[src/rtl/sha_pad_pkg.sv]
// Shared types and constants for the SHA-256 message padder.
// Build option SHA_PAD_BSWAP_EN (little-endian host) is handled in sha_pad_last.
package sha_pad_pkg;

  typedef enum logic [3:0] {
    ST_IDLE,
    ST_INIT,
    ST_DATA,
    ST_PAD80,
    ST_ZERO,
    ST_LENH,
    ST_LENL,
    ST_WAIT,
    ST_FIN
  } state_t;

  localparam logic [31:0] PAD_WORD  = 32'h8000_0000;
  localparam int          BLK_WORDS = 16;
  localparam int          LEN_IDX   = 14;

  // A byte count above a full word is treated as a full word.
  function automatic logic [2:0] clamp_bytes(input logic [2:0] n);
    return (n > 3'd4) ? 3'd4 : n;
  endfunction

endpackage

[src/rtl/sha_pad_last.sv]
// Combinational word shaper: optional byte swap (SHA_PAD_BSWAP_EN) and
// construction of the padded final word (data bytes, 0x80 marker, zeros).
module sha_pad_last
  import sha_pad_pkg::*;
(
  input  logic [31:0] dat,
  input  logic [2:0]  bytes,
  output logic [31:0] word,
  output logic [31:0] padded
);

  always_comb begin
`ifdef SHA_PAD_BSWAP_EN
    // Little-endian host: after the swap its low-order valid bytes sit on top.
    word = {dat[7:0], dat[15:8], dat[23:16], dat[31:24]};
`else
    word = dat;
`endif
    case (clamp_bytes(bytes))
      3'd1:    padded = {word[31:24], 24'h80_0000};
      3'd2:    padded = {word[31:16], 16'h8000};
      3'd3:    padded = {word[31:8], 8'h80};
      3'd4:    padded = word;
      default: padded = PAD_WORD;
    endcase
  end

endmodule

[src/rtl/sha_pad.sv]
// SHA-256 padder/feeder: streams message words, 0x80 marker, zero fill and the
// 64-bit bit length into sha_core one 512-bit block at a time. Option: SHA_PAD_BSWAP_EN.
module sha_pad
  import sha_pad_pkg::*;
#(
  parameter int LEN_W = 64
) (
  input  logic        CLK_I,
  input  logic        RST_I,
  input  logic        start,
  input  logic        msg_vld,
  input  logic [31:0] msg_dat,
  input  logic        msg_last,
  input  logic [2:0]  msg_bytes,
  output logic        msg_rdy,
  output logic        core_init,
  output logic        core_vld,
  output logic [31:0] core_din,
  input  logic        core_done,
  output logic        busy,
  output logic        pad_done
);

  state_t           state, state_nxt;
  state_t           resume, resume_nxt;
  logic [4:0]       word_idx, word_idx_nxt, idx_inc;
  logic [LEN_W-1:0] bit_len, bit_len_nxt;
  logic             final_blk, final_nxt;
  logic             emit;
  logic [31:0]      emit_dat;
  logic             vld_q;
  logic [31:0]      din_q;
  logic             xfer;
  logic [2:0]       nbytes;
  logic [31:0]      in_word, in_padded;
  logic [63:0]      len64;

  sha_pad_last u_last (
    .dat    (msg_dat),
    .bytes  (msg_bytes),
    .word   (in_word),
    .padded (in_padded)
  );

  assign nbytes    = clamp_bytes(msg_bytes);
  assign msg_rdy   = (state == ST_DATA) && (word_idx < 5'(BLK_WORDS));
  assign xfer      = msg_vld & msg_rdy;
  assign idx_inc   = word_idx + 5'd1;
  assign busy      = (state != ST_IDLE);
  assign core_init = (state == ST_INIT);
  assign pad_done  = (state == ST_FIN);
  assign core_vld  = vld_q;
  assign core_din  = din_q;

  always_comb begin
    len64              = '0;
    len64[LEN_W-1:0]   = bit_len;
  end

  // Where to go after emitting a padding word: block full, length slot, or more zeros.
  function automatic state_t after_pad(input logic [4:0] idx);
    if (idx == 5'(BLK_WORDS)) return ST_WAIT;
    if (idx == 5'(LEN_IDX))   return ST_LENH;
    return ST_ZERO;
  endfunction

  always_comb begin
    // NOTE: every signal assigned here gets a default first so no branch infers a latch.
    state_nxt    = state;
    resume_nxt   = resume;
    final_nxt    = final_blk;
    word_idx_nxt = word_idx;
    bit_len_nxt  = bit_len;
    emit         = 1'b0;
    emit_dat     = '0;

    case (state)
      ST_IDLE: begin
        if (start) state_nxt = ST_INIT;
      end

      ST_INIT: begin
        word_idx_nxt = '0;
        bit_len_nxt  = '0;
        final_nxt    = 1'b0;
        state_nxt    = ST_DATA;
      end

      ST_DATA: begin
        if (xfer) begin
          if (!msg_last) begin
            emit         = 1'b1;
            emit_dat     = in_word;
            word_idx_nxt = idx_inc;
            bit_len_nxt  = bit_len + LEN_W'(32);
            if (idx_inc == 5'(BLK_WORDS)) begin
              state_nxt  = ST_WAIT;
              resume_nxt = ST_DATA;
            end
          end else begin
            bit_len_nxt = bit_len + LEN_W'({nbytes, 3'b000});
            case (nbytes)
              3'd0: state_nxt = ST_PAD80;
              3'd4: begin
                emit         = 1'b1;
                emit_dat     = in_word;
                word_idx_nxt = idx_inc;
                resume_nxt   = ST_PAD80;
                state_nxt    = (idx_inc == 5'(BLK_WORDS)) ? ST_WAIT : ST_PAD80;
              end
              default: begin
                emit         = 1'b1;
                emit_dat     = in_padded;
                word_idx_nxt = idx_inc;
                resume_nxt   = ST_ZERO;
                state_nxt    = after_pad(idx_inc);
              end
            endcase
          end
        end
      end

      ST_PAD80: begin
        emit         = 1'b1;
        emit_dat     = PAD_WORD;
        word_idx_nxt = idx_inc;
        resume_nxt   = ST_ZERO;
        state_nxt    = after_pad(idx_inc);
      end

      ST_ZERO: begin
        if (word_idx == 5'(LEN_IDX)) begin
          state_nxt = ST_LENH;
        end else begin
          emit         = 1'b1;
          word_idx_nxt = idx_inc;
          resume_nxt   = ST_ZERO;
          state_nxt    = after_pad(idx_inc);
        end
      end

      ST_LENH: begin
        emit         = 1'b1;
        emit_dat     = len64[63:32];
        word_idx_nxt = idx_inc;
        state_nxt    = ST_LENL;
      end

      ST_LENL: begin
        emit         = 1'b1;
        emit_dat     = len64[31:0];
        word_idx_nxt = idx_inc;
        final_nxt    = 1'b1;
        state_nxt    = ST_WAIT;
      end

      ST_WAIT: begin
        if (core_done) begin
          word_idx_nxt = '0;
          state_nxt    = final_blk ? ST_FIN : resume;
        end
      end

      ST_FIN: begin
        final_nxt = 1'b0;
        state_nxt = ST_IDLE;
      end

      default: state_nxt = ST_IDLE;
    endcase
  end

  always_ff @(posedge CLK_I) begin
    // NOTE: reset is synchronous; all state uses non-blocking assignments so every flop updates together.
    if (RST_I) begin
      state     <= ST_IDLE;
      resume    <= ST_IDLE;
      word_idx  <= '0;
      bit_len   <= '0;
      final_blk <= 1'b0;
      vld_q     <= 1'b0;
      din_q     <= '0;
    end else begin
      state     <= state_nxt;
      resume    <= resume_nxt;
      word_idx  <= word_idx_nxt;
      bit_len   <= bit_len_nxt;
      final_blk <= final_nxt;
      vld_q     <= emit;
      din_q     <= emit_dat;
    end
  end

endmodule

[config.mk]
export PLATFORM = sky130hd
export DESIGN_NAME = sha_pad
export DESIGN_NICKNAME = d
export VERILOG_FILES = /design/src/rtl/sha_pad_pkg.sv /design/src/rtl/sha_pad_last.sv /design/src/rtl/sha_pad.sv
export SDC_FILE = /design/constraint.sdc
export NUM_CORES = 1
export LEC_CHECK = 0
export BUFFER_PORTS_ARGS = -buffer_cell sky130_fd_sc_hd__buf_2
export CAP_MARGIN = 0
export CORE_UTILIZATION = 58
export DETAILED_ROUTE_END_ITERATION = 10
export PLACE_DENSITY = 0.8
export SLEW_MARGIN = 0
export SYNTH_ARGS = -nofsm -noshare
export SYNTH_HDL_FRONTEND = slang
export SYNTH_HIERARCHICAL = 1
export SYNTH_SLANG_ARGS = --single-unit
export TNS_END_PERCENT = 10
[constraint.sdc]
create_clock -name CLK_I -period 3.8 [get_ports CLK_I]
set_clock_uncertainty 0.2 [all_clocks]
set_input_delay 0.38 -clock CLK_I [delete_from_list [all_inputs] [get_ports CLK_I]]
set_output_delay 0.38 -clock CLK_I [all_outputs]
set_load 0.05 [all_outputs]
==> Word-level counts from Yosys, hierarchy flattened <==
Cells that the tools add are included.
{ "word_totals": {"register_bits": 111, "inputBits": 41, "output_inout_bits": 37} }
{ "op_classes": {"n_addsub": 3, "n_lt_le_gt_ge": 2, "eq_ne": 21, "muxes": 63, "bitwise": 1, "reduce_logical": 15} }
{ "ops": {"columns": ["op", "n"], "rows": [
  ["$mux 64", 2],
  ["$pmux 32 s4", 1],
  ["$pmux 64 s2", 1],
  ["$pmux 32 s3", 1],
  ["$mux 4", 18],
  ["$add 64x6->64", 1],
  ["$add 64x6->64 const B", 1],
  ["$mux 32", 2],
  ["$pmux 32 s2", 1],
  ["$pmux 4 s8", 1],
  ["$mux 5", 5],
  ["$pmux 5 s5", 1],
  ["$mux 1", 23],
  ["$eq 4x3->1 const B", 4],
  ["$pmux 4 s2", 2],
  ["$pmux 4 s3", 1],
  ["$eq 5x4->1 const B", 2],
  ["$reduce_and 5->1", 2],
  ["$eq 4x2->1 const B", 2],
  ["$ne 2x2->1 const B", 4],
  ["$eq 3x2->1 const B", 2],
  ["$mux 3", 2],
  ["$add 5x1->5 const B", 1],
  ["$eq 5x5->1 const B", 1],
  ["22 further kinds", 24]
]} }

==> Longest topological paths before layout <==
{ "logic_depth": {"depth_word": 19, "depth_mapped": 11, "ltp_nobuf": 9} }

==> Cells and area by module <==
The synthesis kept the hierarchy.
{ "by_module_without_submodules": {"columns": ["module", "n_inst", "cells_per_inst", "area_each_um2", "seq_area_each_um2"], "rows": [
  ["sha_pad", 1, 652, 5492.8, 2142.1],
  ["sha_pad_last", 1, 71, 520.5, 0.0]
]} }

==> Least setup slack after synthesis <==
Ideal clock, no wire load.
{ "synth_timing": {"path_kind": "flip-flop to flip-flop", "startpoint": "reg state[1]", "endpoint": "reg bit_len[26]", "arrival_ns": 2.733, "required_time_ns": 3.472, "slack_ns": 0.740, "stages_incl_launch_ff": 8, "n_path_buf": 3, "cell_sequence": "dfxtp_1 > clkbuf_1 > nand2b_1 > nor3_1 > or2_2 > clkbuf_1 > clkbuf_1 > nor2_1"} }
{ "synth_via": {"word_cells_on_any_way": 8, "classes_between": "eq/ne (3); mux (1); bitwise (1); reduce/logical (3)"} }
{ "synth_rtl": {"columns": ["element", "line", "text"], "rows": [
  ["start, declared", "sha_pad.sv:24", "state_t state, state_nxt;"],
  ["start signal, assigned", "sha_pad.sv:184", "state <= state_nxt;"],
  ["$eq 4x1->1 *", null, null],
  ["net core_init", "sha_pad.sv:16", "output logic core_init,"],
  ["$reduce_bool 2->1 (no line)", null, null],
  ["$reduce_and 2->1 (no line)", null, null],
  ["end signal, assigned", "sha_pad.sv:187", "bit_len <= bit_len_nxt;"],
  ["end, declared", "sha_pad.sv:27", "logic [LEN_W-1:0] bit_len, bit_len_nxt;"]
]} }
Mark *: on every way through the listed nets, which the timed path passes. The rest lies on a longest branch.
A chain may end at the register's enable or synchronous reset.

==> Final worst setup path <==
{ "layout_timing": {"startpoint": "reg bit_len[3]", "endpoint": "reg bit_len[55]"} }
{ "layout_via": {"elab_chain_cells": 4, "word_cells_on_any_way": 5, "classes_between": "add/sub (2); mux (3)"} }
{ "layout_lines": {"columns": ["element", "line", "text"], "rows": [
  ["$add 64x6->64, on equally long branches", "sha_pad.sv:95, sha_pad.sv:101", null],
  ["$mux 64 *", "sha_pad.sv:91", "if (!msg_last) begin"],
  ["$mux 64 *", "sha_pad.sv:90", "if (xfer) begin"],
  ["$pmux 64 s2 *", "sha_pad.sv:77", "case (state)"]
]} }
Every way passes the cells marked *; elsewhere a longest branch is shown, timed or not. The select of a mux whose other input is x is not followed.

==> metrics.cfg <==
[drt]
detailroute.via_count = 5626
drc = 0
drt-vias-per-instance = 6.33
detail-route-antenna-nets = 0
wl_per_cell_um = 18.1
initialDrtViolationCount = 562
first_pass_detailed_route_iteration_total = 7
detail_route.wirelength_mm = 16.1

[clocking]
cts_buffer_depth = 2
clock_tree_from_tritoncts = yes
insertion_delay_ps = 390
root_driver = sky130_fd_sc_hd__clkbuf_8
cts-buffers-inserted = 9
htree_levels = 3
cts_sinks = 107
clk_pin_slew_ps = 100
postCtsResizedCells = 0
hold_bufs_inserted_after_cts = 0
cts_post_setup_buffers_inserted = 0

[global_route]
grt_pass1_vias = 5379
grt_use_total = 0.302
first_pass_grt_wire_length_mm = 26.2
antenna_found_initial = 0
pin_count_of_the_biggest_net_entering_global_routing = 34
globalRouteOverflowTotal = 0

[timing]
totalNegativeSetupSlack_ps = 0
hold_violations = 0
rsz0062_at_grt = no
setup_viol = 0
timing.final.crit_period_ps = 3050
timing_max_transition_violations_final = 0
transition_time_at_the_pin_with_the_least_slew_margin_ps = 795
final_critical_path_share_of_the_clock_period = 0.802
slew-limit-headroom = 0.462
clock.fmax_mhz = 328

[power_and_ir_drop]
vdd.ir_drop.worst_mv = 0.347
total_leakage_power_uw = 0.00232
power_per_cell_area_nw_per_um2 = 412
finalPower_uw = 2670

[die]
fp.dieW_um = 104
rows = 36
ioPinCount = 78
starting_density_of_the_core = 0.607
die_area_um2 = 10800
core_region_area_um2 = 9910
die_height_um = 104

[logic_synthesis]
synth_edf_count = 0
postSynthRegisterBits = 107
synth.yosys.warnings = 6
synth_top_cell_area_share = 0.356
seq_area_frac_synth = 0.356
share_of_async_settable_or_async_resettable_flops_after_synthesis = 0
yosys.area.top_type = sky130_fd_sc_hd__dfxtp_1
synthesis.nets = 772
synth_cell_types = 72
postSynthCellCount = 723
synth.top_cells.by_area = sky130_fd_sc_hd__dfxtp_1, sky130_fd_sc_hd__nor2_1, sky130_fd_sc_hd__a222oi_1, sky130_fd_sc_hd__a22o_1, sky130_fd_sc_hd__buf_4
postSynthAreaPerCell_um2 = 8.32
mappedNetlistArea_um2 = 6010
synth_flop_cell = sky130_fd_sc_hd__dfxtp_1

[status]
run_status = finished clean

[layout]
fill_count = 865
design.final.nets = 801
layout_stage_area_growth_over_the_synthesis_result_pct = 7.59
diodes = 0
final_layout_size_suffix_gt1_frac = 0.179

[placed_design]
dp.final_hpwl_mm = 11.4
port_buffers = 77
finalWeightedCongestion = 0.934

[critical_path]
worstPathMaxFanout = 17
worst_setup_path_end_kind = flip-flop
crit_arrival_ps = 3170
critPathKind = reg2reg
timing.critical_path.required_ps = 3920
start_kind = flip-flop

[worst_hold_path]
worst_hold_path_type = in2reg

[job]
drv.max_cap_violation_count = 0

## state kept, by name, indices dropped and copies added (netlist names)
name       cells
bit_len       61
word_idx       5
resume         3
final_blk      1
state          4
core_din      32
core_vld       1
## through the flow
| stage | hold WS [ps] | area, µm² | cells | worst slack, ps | utilization |
|---|---|---|---|---|---|
| 6_report | 151 | 6470 | 889 | 752 | 0.653 |
| 5_1_grt | 181 | 6470 | 889 | 481 | 0.653 |
| 4_1_cts | 145 | 6470 | 889 | 773 | 0.653 |
| 3_5_place_dp | 261 | 6270 | 874 | 416 | 0.633 |
| 3_3_place_gp | 246 | 6270 | 874 | 540 | 0.633 |
| 2_1_floorplan | 232 | 6010 | 723 | 740 | - |
## cell families after synthesis
family / count (synthesis) / share of synthesized area
and+or+nand+nor: 311 / 0.276
DFF: 107 / 0.356
adders and majority gates: 8 / 0.0179
AOI/OAI and AO/OA: 164 / 0.207
muxes: 2 / 0.00416
buffers and inverters: 90 / 0.0787
xor gates and xnor gates: 41 / 0.0597
## worst paths after layout
check / start / endpoint / slack (ps) / depth (start not counted)
setup reg to reg: bit_len[3] / bit_len[55] / 750 / 8
setup / recovery: bit_len[3] / bit_len[55] / 750 / 8
hold reg to reg: resume[0] / resume[0] / 290 / 2
hold / removal: msg_dat[14] / core_din[14] / 150 / 4
## power breakdown
part           total, µW  switching, µW  leakage, µW  internal, µW
Combinational        758            515      0.00136           243
Sequential          1180           31.5     0.000862          1150
Clock                730            394    0.0000974           336
## layout by cell type, fill, tap and decap left out, types with 17 or more instances in the layout
| master | netlist | final |
|---|---|---|
| sky130_fd_sc_hd__dfxtp_1 | 107 | 107 |
| sky130_fd_sc_hd__nor2_1 | 100 | 97 |
| sky130_fd_sc_hd__buf_2 | 2 | 77 |
| sky130_fd_sc_hd__nand2_1 | 42 | 42 |
| sky130_fd_sc_hd__a22o_1 | 32 | 32 |
| sky130_fd_sc_hd__a21oi_1 | 28 | 28 |
| sky130_fd_sc_hd__a222oi_1 | 28 | 28 |
| sky130_fd_sc_hd__o21ai_0 | 27 | 27 |
| sky130_fd_sc_hd__nand3_1 | 23 | 23 |
| sky130_fd_sc_hd__xor2_1 | 21 | 21 |
| sky130_fd_sc_hd__nor2b_1 | 20 | 20 |
| sky130_fd_sc_hd__nor3_1 | 20 | 20 |
| sky130_fd_sc_hd__nand4_1 | 20 | 20 |
| sky130_fd_sc_hd__xnor2_1 | 20 | 20 |
| sky130_fd_sc_hd__or3_1 | 18 | 18 |
| sky130_fd_sc_hd__inv_1 | 17 | 17 |
## cell usage after synthesis (all sizes together), types with 4 or more instances
cell    count
dfxtp     107
nor2      102
nand2      42
buf        37
clkbuf     36
a22o       32
a21oi      29
o21ai      29
a222oi     28
nand3      25
nand4      22
nor3       21
xor2       21
nor2b      20
xnor2      20
or3        18
inv        17
and2       15
nor4        9
and2b       7
ha          7
o21a        6
o31ai       6
and4        5
or4         5
a211oi      4
a22oi       4
or2         4
## metal layers
metal  part of all wire  track usage  vias to the layer above
met5                  0            0                        -
met4              0.021        0.114                        0
met1               0.41        0.375                     2669
met2               0.48        0.505                      261
met3              0.083       0.0736                       33
li1                   -            -                     2663
## area by class of cell
class / count / area (µm²) / area share
clock buffers: 11 / 151 / 0.0234
clock inverters: 4 / 50.0 / 0.00774
inverters: 17 / 63.8 / 0.00986
multi-input cells: 526 / 3410 / 0.526
flip-flops and latches: 107 / 2140 / 0.331
well taps: 133 / 166 / 0.0257
repair buffers: 91 / 490 / 0.0758
## critical path, cell delays in order, from the launching register on
cell,delay (ps)
sky130_fd_sc_hd__dfxtp_1,370
sky130_fd_sc_hd__ha_1,200
sky130_fd_sc_hd__fa_1,210
sky130_fd_sc_hd__a21oi_1,100
sky130_fd_sc_hd__o2bb2ai_1,320
sky130_fd_sc_hd__nand3_2,190
sky130_fd_sc_hd__or4_1,810
sky130_fd_sc_hd__or3_1,430
sky130_fd_sc_hd__a21oi_1,150
(Power assumes the default switching activity.)
